--- src/rtl/aes_core_arbiter.sv ---
// Round-robin arbiter sharing one AES_top core between NUM_REQ requesters.
// Optional RUN watchdog enabled by defining AES_ARB_TIMEOUT_EN.
module aes_core_arbiter #(
  parameter int NUM_REQ = 2,
  parameter int ID_W    = 1,
  parameter int TIMEOUT = 64
) (
  input  logic                     AES_clk,
  input  logic                     AES_rst_n,
  input  logic [NUM_REQ-1:0]       req_valid,
  output logic [NUM_REQ-1:0]       req_ready,
  input  logic [128*NUM_REQ-1:0]   req_data,
  input  logic [128*NUM_REQ-1:0]   req_key,
  output logic                     rsp_valid,
  input  logic                     rsp_ready,
  output logic [ID_W-1:0]          rsp_id,
  output logic [127:0]             rsp_data,
  output logic                     rsp_timeout,
  output logic                     core_en,
  output logic [127:0]             core_data_in,
  output logic [127:0]             core_key_in,
  input  logic [127:0]             core_data_out,
  input  logic                     core_data_out_valid,
  output logic                     busy
);

  if (NUM_REQ < 2 || NUM_REQ > 8 || ID_W < 1 ||
      (2 ** ID_W) < NUM_REQ || TIMEOUT < 2) begin : g_param_err
    $error("aes_core_arbiter: illegal parameters");
  end

  typedef enum logic [1:0] {
    S_IDLE,
    S_RUN,
    S_RESP
  } state_e;

  state_e          state_q, state_d;
  logic [ID_W-1:0] ptr_q, ptr_d;
  logic [ID_W-1:0] id_q, id_d;
  logic [ID_W-1:0] rid_q, rid_d;
  logic [127:0]    din_q, din_d;
  logic [127:0]    key_q, key_d;
  logic [127:0]    rdata_q, rdata_d;

  logic            found;
  logic [ID_W-1:0] win;
  logic [ID_W:0]   idx;
  logic [ID_W:0]   idp1;
  logic [127:0]    sel_data;
  logic [127:0]    sel_key;

`ifdef AES_ARB_TIMEOUT_EN
  localparam int CNT_W = $clog2(TIMEOUT + 1);
  logic [CNT_W-1:0] cnt_q, cnt_d;
  logic             rto_q, rto_d;
  logic             expire;
  assign expire = (cnt_q == CNT_W'(TIMEOUT - 1));
`endif

  // Search from the pointer upward, wrapping at NUM_REQ.
  always_comb begin
    found = 1'b0;
    win   = '0;
    idx   = '0;
    for (int k = 0; k < NUM_REQ; k++) begin
      idx = {1'b0, ptr_q} + (ID_W+1)'(k);
      if (idx >= (ID_W+1)'(NUM_REQ))
        idx = idx - (ID_W+1)'(NUM_REQ);
      if (!found && req_valid[idx[ID_W-1:0]]) begin
        found = 1'b1;
        win   = idx[ID_W-1:0];
      end
    end
  end

  always_comb begin
    sel_data = '0;
    sel_key  = '0;
    for (int i = 0; i < NUM_REQ; i++) begin
      if (win == ID_W'(i)) begin
        sel_data = req_data[128*i +: 128];
        sel_key  = req_key[128*i +: 128];
      end
    end
  end

  assign idp1 = {1'b0, id_q} + (ID_W+1)'(1);

  always_comb begin
    state_d   = state_q;
    ptr_d     = ptr_q;
    id_d      = id_q;
    rid_d     = rid_q;
    din_d     = din_q;
    key_d     = key_q;
    rdata_d   = rdata_q;
    req_ready = '0;
`ifdef AES_ARB_TIMEOUT_EN
    cnt_d     = cnt_q;
    rto_d     = rto_q;
`endif
    unique case (state_q)
      S_IDLE: begin
        if (found) begin
          req_ready = NUM_REQ'(1) << win;
          din_d     = sel_data;
          key_d     = sel_key;
          id_d      = win;
          state_d   = S_RUN;
`ifdef AES_ARB_TIMEOUT_EN
          cnt_d     = '0;
`endif
        end
      end
      S_RUN: begin
`ifdef AES_ARB_TIMEOUT_EN
        cnt_d = cnt_q + CNT_W'(1);
`endif
        // A result on the expiry edge wins over the watchdog.
        if (core_data_out_valid) begin
          rdata_d = core_data_out;
          rid_d   = id_q;
          state_d = S_RESP;
`ifdef AES_ARB_TIMEOUT_EN
          rto_d   = 1'b0;
        end else if (expire) begin
          rdata_d = '0;
          rid_d   = id_q;
          rto_d   = 1'b1;
          state_d = S_RESP;
`endif
        end
      end
      S_RESP: begin
        if (rsp_ready) begin
          if (idp1 == (ID_W+1)'(NUM_REQ))
            ptr_d = '0;
          else
            ptr_d = idp1[ID_W-1:0];
          state_d = S_IDLE;
        end
      end
      default: state_d = S_IDLE;
    endcase
  end

  always_ff @(posedge AES_clk) begin
    if (!AES_rst_n) begin
      state_q <= S_IDLE;
      ptr_q   <= '0;
      id_q    <= '0;
      rid_q   <= '0;
      din_q   <= '0;
      key_q   <= '0;
      rdata_q <= '0;
`ifdef AES_ARB_TIMEOUT_EN
      cnt_q   <= '0;
      rto_q   <= 1'b0;
`endif
    end else begin
      state_q <= state_d;
      ptr_q   <= ptr_d;
      id_q    <= id_d;
      rid_q   <= rid_d;
      din_q   <= din_d;
      key_q   <= key_d;
      rdata_q <= rdata_d;
`ifdef AES_ARB_TIMEOUT_EN
      cnt_q   <= cnt_d;
      rto_q   <= rto_d;
`endif
    end
  end

  assign core_en      = (state_q == S_RUN);
  assign rsp_valid    = (state_q == S_RESP);
  assign busy         = (state_q != S_IDLE);
  assign core_data_in = din_q;
  assign core_key_in  = key_q;
  assign rsp_id       = rid_q;
  assign rsp_data     = rdata_q;
`ifdef AES_ARB_TIMEOUT_EN
  assign rsp_timeout  = rto_q;
`else
  assign rsp_timeout  = 1'b0;
`endif

endmodule

--- config.mk ---
export PLATFORM = sky130hd
export DESIGN_NAME = aes_core_arbiter
export DESIGN_NICKNAME = d
export VERILOG_FILES = /design/src/rtl/aes_core_arbiter.sv
export SDC_FILE = /design/constraint.sdc
export NUM_CORES = 1
export LEC_CHECK = 0
export ABC_CLOCK_PERIOD_IN_PS = 1600
export CORE_AREA = 2 2 408 410
export CTS_CLUSTER_DIAMETER = 200
export DETAILED_ROUTE_END_ITERATION = 10
export DIE_AREA = 0 0 410 412
export PLACE_DENSITY = 0.43
export SYNTH_ARGS = -nofsm -noshare
export SYNTH_HDL_FRONTEND = slang
export SYNTH_SLANG_ARGS = --single-unit
--- constraint.sdc ---
create_clock -name AES_clk -period 1.6 [get_ports AES_clk]
set_clock_uncertainty 0.1 [all_clocks]
set_input_delay 0.32 -clock AES_clk [delete_from_list [all_inputs] [get_ports AES_clk]]
set_output_delay 0.32 -clock AES_clk [all_outputs]
set_load 0.01 [all_outputs]
Word-level counts from Yosys, hierarchy flattened:

Cells that the tools add are included.

* add/sub/neg operators: 4
* $lt $le $gt $ge: 4
* eq/ne operators: 6
* shift operators: 1
* mux-type cells: 19
* reductions and logical operators: 8

Operators by type and width (count)
* two-way mux 128 bit: 2
* two-way mux 1 bit: 11
* two-way mux 2 bit: 5
* case mux 2 bit (3 select lines): 1
* AND reduction 2 bit: 3
* adder 1 x 1 -> 2 bit (second input constant): 2
* equality test 2 bit (second input constant): 2
* less-than comparator 1 x 2 -> 1 bit (second input constant): 2
* != test 2 x 1 -> 1 bit (second input constant): 2
* AND reduction 3 bit: 1
* equality test 2 x 1 -> 1 bit (second input constant): 1
* greater-or-equal comparator 1 x 2 -> 1 bit (second input constant): 1
* greater-or-equal comparator 2 bit (second input constant): 1
* zero test 2 bit: 1
* != test 2 bit (second input constant): 1
* nonzero test 2 bit: 1
* << shifter 1 x 1 -> 2 bit (first input constant): 1
* subtractor 1 bit (second input constant): 2
* logical AND 1 bit: 1
* zero test 1 bit: 1

* register bits: 389
* output and inout port bits: 391
* word-level logic and storage cells: 49

Logic depth before layout (Yosys ltp):

* depth after elaboration: 11
* mapped depth: 7

Worst setup path after synthesis:

No wires, ideal clock.

* kind: input to output
* start: input port req_valid[0]
* end: output port req_ready[0]
* arrival: 1.278 ns
* setup slack: -0.098 ns
* cell stages on the path: 6
* buffers on the path: 4
* cell sequence: buf_2 > nand2b_1 > buf_4 > buf_2 > buf_2 > a21oi_1

* word-level cells in the longest chain between the ends: 9

Ends and longest elaborated chain
* start: declaration: line 10 `input logic [NUM_REQ-1:0] req_valid,`
* two-way mux 1 bit (implied by the code) (2 in series): line 70 `if (!found && req_valid[idx[ID_W-1:0]]) begin`
* two-way mux 1 bit: line 70
* zero test 1 bit: line 70
* logical AND 1 bit: line 70
* two-way mux 1 bit: line 70
* << shifter 1 x 1 -> 2 bit: line 106 `req_ready = NUM_REQ'(1) << win;`
* two-way mux 2 bit (*): line 105 `if (found) begin`
* two-way mux 2 bit (*): line 103 `unique case (state_q)`
* end: declaration: line 11 `output logic [NUM_REQ-1:0] req_ready,`

Every way passes the cells marked *; elsewhere a longest branch is shown, timed or not. The select of a mux whose other input is x is not followed.

Worst setup path in the final report:

* start: register state_q[1]
* end: output port req_ready[1]

* word-level cells in the longest chain between the ends: 2

Ends and longest elaborated chain
* start: declaration: line 38 `state_e state_q, state_d;`
* start signal: assignment: line 162 `state_q <= state_d;`
* zero test 2 bit: line 103
* two-way mux 2 bit: line 103

Every way passes these cells.

==> impl_metrics.xml <==
<?xml version="1.0" encoding="UTF-8"?>
<metrics>
  <group name="global_routing">
    <metric name="first_global_vias" unit="">21800</metric>
    <metric name="globalRouteTotalUtil" unit="%">14.3</metric>
    <metric name="grt_antenna_before_repair" unit="">40</metric>
    <metric name="grt-ovfl-total" unit="">0</metric>
    <metric name="grt_pass1_wl" unit="um">175000</metric>
    <metric name="grt_max_degree" unit="">57</metric>
  </group>
  <group name="critical_path">
    <metric name="crit-reg2reg-launch" unit="">state_q[1]</metric>
    <metric name="ff2ff_setup_slack" unit="ns">-0.36</metric>
    <metric name="worstSetupPathType" unit="">flip-flop to output pin</metric>
    <metric name="cp_data_arrival_time" unit="ns">1.56</metric>
    <metric name="cp.required" unit="ns">1.18</metric>
    <metric name="worstSetupStartpoint" unit="">state_q[1]</metric>
    <metric name="worst-r2r-cell-count" unit="">10</metric>
    <metric name="timing.critical_path.to_type" unit="">output pin</metric>
    <metric name="top_fanout_value_on_the_critical_path" unit="">4</metric>
    <metric name="r2r_end" unit="">core_key_in[70]</metric>
    <metric name="worstSetupStartpointType" unit="">flip-flop</metric>
  </group>
  <group name="cells_and_area">
    <metric name="final_nets" unit="">3812</metric>
    <metric name="drive_gt1_share" unit="%">28.4</metric>
    <metric name="postLayoutCoreUtil" unit="%">20.6</metric>
    <metric name="syn2layout_area_growth" unit="%">98.2</metric>
    <metric name="finalNonFillerCells" unit="">5409</metric>
  </group>
  <group name="sta">
    <metric name="final.setup.worst_slack" unit="ns">-0.385</metric>
    <metric name="timing.max_slew.rel_slack" unit="%">49.1</metric>
    <metric name="fin_crit_sh" unit="%">124</metric>
    <metric name="transition_time_at_the_pin_with_the_least_slew_margin" unit="ns">0.763</metric>
    <metric name="max_freq" unit="MHz">504</metric>
    <metric name="post-route-min-period" unit="ns">1.98</metric>
    <metric name="rsz0062_at_grt" unit="">true</metric>
    <metric name="hold_violations" unit="">0</metric>
    <metric name="setup_viol" unit="">261</metric>
    <metric name="timing.final.max_slew_violations" unit="">0</metric>
  </group>
  <group name="clock_tree">
    <metric name="tritoncts" unit="">done</metric>
    <metric name="clk_path_buf_depth" unit="">3</metric>
    <metric name="cts_num_sinks" unit="">389</metric>
    <metric name="ctsHtreeMaxLevel" unit="">2</metric>
    <metric name="clkLatencyLatePin" unit="ns">0.65</metric>
    <metric name="total_clock_buffers_created_by_cts" unit="">53</metric>
    <metric name="cts_root_buffer" unit="">sky130_fd_sc_hd__clkbuf_16</metric>
    <metric name="clk_transition_reported_paths" unit="ns">0.06</metric>
  </group>
  <group name="routing">
    <metric name="drc_errors" unit="">0</metric>
    <metric name="route.final.wire_length" unit="um">135000</metric>
    <metric name="route.vias.total" unit="">22900</metric>
    <metric name="route.detailed.wl_per_inst" unit="um">24.9</metric>
    <metric name="drt.antenna.violating_nets" unit="">0</metric>
    <metric name="dr.first_iter.drc_count" unit="">1821</metric>
    <metric name="drtPass1Iterations" unit="">5</metric>
    <metric name="route.detailed.vias_per_inst" unit="">4.23</metric>
  </group>
  <group name="synthesis">
    <metric name="syn-instance-count" unit="">2120</metric>
    <metric name="flip_flop_cell_with_the_highest_count_after_synthesis" unit="">sky130_fd_sc_hd__dfxtp_1</metric>
    <metric name="synth.area.top_cells" unit="">sky130_fd_sc_hd__dfxtp_1 (46%), sky130_fd_sc_hd__nand4_1 (17%), sky130_fd_sc_hd__a31oi_1 (8.5%)</metric>
    <metric name="postSynth.asyncResetShare" unit="%">0</metric>
    <metric name="yosysMostFrequentCell" unit="">sky130_fd_sc_hd__nand4_1</metric>
    <metric name="edff_count_synth" unit="">0</metric>
    <metric name="ys_seq_elements" unit="">389</metric>
    <metric name="mappedNetlistArea" unit="mm^2">0.0171</metric>
    <metric name="synthDominantCellAreaShare" unit="%">45.6</metric>
    <metric name="post-synth-top-area-cell" unit="">sky130_fd_sc_hd__dfxtp_1</metric>
    <metric name="postSynthNetCount" unit="">2766</metric>
    <metric name="avgSynthCellArea" unit="um^2">8.05</metric>
    <metric name="number_of_distinct_standard_cells_referenced_by_the_synthesized_netlist" unit="">28</metric>
    <metric name="yosys_warnings" unit="">0</metric>
    <metric name="synth_top_cells_by_count" unit="">sky130_fd_sc_hd__nand4_1 (462), sky130_fd_sc_hd__dfxtp_1 (389), sky130_fd_sc_hd__nand2_1 (259), sky130_fd_sc_hd__o21ai_0 (232), sky130_fd_sc_hd__a31oi_1 (231)</metric>
    <metric name="synth.yosys.seq_area_share" unit="%">45.6</metric>
  </group>
  <group name="run_status">
    <metric name="failing_checks" unit="">setup timing</metric>
    <metric name="run_status" unit="">complete, but fails checks</metric>
  </group>
  <group name="min_path">
    <metric name="timing.hold.worst_endpoint" unit="">id_q</metric>
    <metric name="hp-class" unit="">primary input to flip-flop</metric>
    <metric name="hold_path_startpoint" unit="">req_valid[1]</metric>
    <metric name="hold_depth" unit="">5</metric>
  </group>
  <group name="floorplanning">
    <metric name="number_of_placed_i_o_pins" unit="">1037</metric>
    <metric name="number_of_rows_in_the_core_area" unit="">149</metric>
    <metric name="floorplan.die_area" unit="mm^2">0.169</metric>
    <metric name="floorplan.core_area" unit="mm^2">0.164</metric>
    <metric name="die_y" unit="um">412</metric>
    <metric name="start_util" unit="%">10.4</metric>
    <metric name="width_of_the_chip" unit="um">410</metric>
  </group>
  <group name="power_and_ir_drop">
    <metric name="power_per_cell_area" unit="mW/mm^2">959</metric>
    <metric name="max-vdd-ir-drop" unit="mV">0.792</metric>
    <metric name="leakage" unit="uW">0.0125</metric>
  </group>
  <group name="job">
    <metric name="cap_viol_max_count" unit="">0</metric>
  </group>
  <group name="placement">
    <metric name="buffer_ports.inserted" unit="">1035</metric>
    <metric name="gp_routability_congestion" unit="">0.857</metric>
    <metric name="hpwl" unit="um">95900</metric>
    <metric name="place.detailed.instances" unit="">5222</metric>
  </group>
</metrics>
[power breakdown]
| part | internal, uW | switching, uW |
|---|---|---|
| logic | 4620 | 4460 |
| clock network | 7190 | 5190 |
| registers | 10500 | 510 |
[metal layers]
metal	part of all wire, %	track usage, %	vias to the layer above
met5	0.079	0	-
met4	2.8	4.43	20
met3	7.6	3.84	173
met2	48	23.8	1104
met1	41	17.8	11300
li1	-	-	10200
[repair_timing]
item                       4_1_cts  5_1_grt
gates cloned                    13       33
resized for setup             2049      157
hold buffers                     1        0
pin swaps                       17       66
hold endpoints to repair         3        0
setup buffers                   16       16
setup endpoints to repair      618      347
[worst max path at each step]
stage                     slack (ns)  cells past startpoint            end
final                          -0.38                      5   req_ready[1]
after global placement         -0.17                      5  rsp_data[122]
after CTS                      -0.41                      4   req_ready[0]
after global routing           -0.49                      5   req_ready[1]
after floorplan              -0.0003                      6   req_ready[0]
after detailed placement       -0.20                      4   req_ready[1]
[logic make-up (layout without fill, tap and decap cells)]
group | Yosys count | after routing | share of synthesized area, %
AO/OA/AOI/OAI | 672 | 672 | 22.9
buffers and inverters | 299 | 1384 | 7.45
flip-flops | 389 | 389 | 45.6
multiplexers | 1 | 1 | 0.0586
AND/OR/NAND/NOR | 758 | 758 | 24.0
other | 1 | 16 | 0.0220
[state kept, by name, summed over array words and instances, names as in the netlist]
signal,count
ptr_q,1
state_q,2
core_data_in,128
id_q,1
rsp_data,128
core_key_in,128
rsp_id,1
[critical path: stages, from the launching register on]
cell and delay, ns:
sky130_fd_sc_hd__dfxtp_2 0.34, sky130_fd_sc_hd__nor2_4 0.17, sky130_fd_sc_hd__buf_4 0.14, sky130_fd_sc_hd__nand3_2 0.09
sky130_fd_sc_hd__inv_2 0.09, sky130_fd_sc_hd__buf_6 0.10
[through the flow]
stage / setup slack, ns / setup TNS (ns) / cell area (um^2) / total power, uW / hold WS [ns]
3_3_place_gp: -0.165 / -40.13 / 31000 / 18900 / 0.343
2_1_floorplan: -0.000296 / -0.000296 / 17100 / 13700 / 0.341
4_1_cts: -0.405 / -55.88 / 32700 / 31900 / 0.0338
5_1_grt: -0.487 / -85.73 / 33800 / 33800 / 0.0663
3_5_place_dp: -0.195 / -48.04 / 31000 / 18800 / 0.346
6_report: -0.385 / -55.92 / 33800 / 32500 / 0.103
[layout by cell type (no fill, tap or decap), types with 13 or more instances in the layout]
cell type / synthesis / layout
sky130_fd_sc_hd__o21ai_2: 0 / 27
sky130_fd_sc_hd__clkdlybuf4s50_1: 0 / 643
sky130_fd_sc_hd__buf_12: 0 / 67
sky130_fd_sc_hd__o21ai_0: 232 / 126
sky130_fd_sc_hd__o311a_1: 25 / 25
sky130_fd_sc_hd__dfxtp_2: 0 / 123
sky130_fd_sc_hd__clkbuf_16: 0 / 78
sky130_fd_sc_hd__clkbuf_1: 180 / 14
sky130_fd_sc_hd__buf_6: 3 / 134
sky130_fd_sc_hd__clkbuf_8: 0 / 13
sky130_fd_sc_hd__nand4_1: 462 / 462
sky130_fd_sc_hd__a21boi_0: 25 / 25
sky130_fd_sc_hd__buf_4: 6 / 164
sky130_fd_sc_hd__dfxtp_1: 389 / 240
sky130_fd_sc_hd__dfxtp_4: 0 / 26
sky130_fd_sc_hd__o21bai_1: 25 / 25
sky130_fd_sc_hd__and3_1: 25 / 25
sky130_fd_sc_hd__buf_16: 0 / 22
sky130_fd_sc_hd__buf_2: 84 / 216
sky130_fd_sc_hd__o21ai_1: 1 / 80
sky130_fd_sc_hd__a21oi_1: 133 / 132
sky130_fd_sc_hd__nand2_1: 259 / 258
sky130_fd_sc_hd__a31oi_1: 231 / 231
sky130_fd_sc_hd__diode_2: 0 / 15
[layout make-up]
cell class	count	area, um^2
fillers	18300	130000
multi-input cells	1432	8160
inverters	4	30.0
clock inverters	14	195
clock buffers	80	1560
well taps	2189	2740
repair buffers	1286	13100
diodes	15	37.5
flip-flops and latches	389	8040
Note: power is estimated with default switching activity, not from simulation.
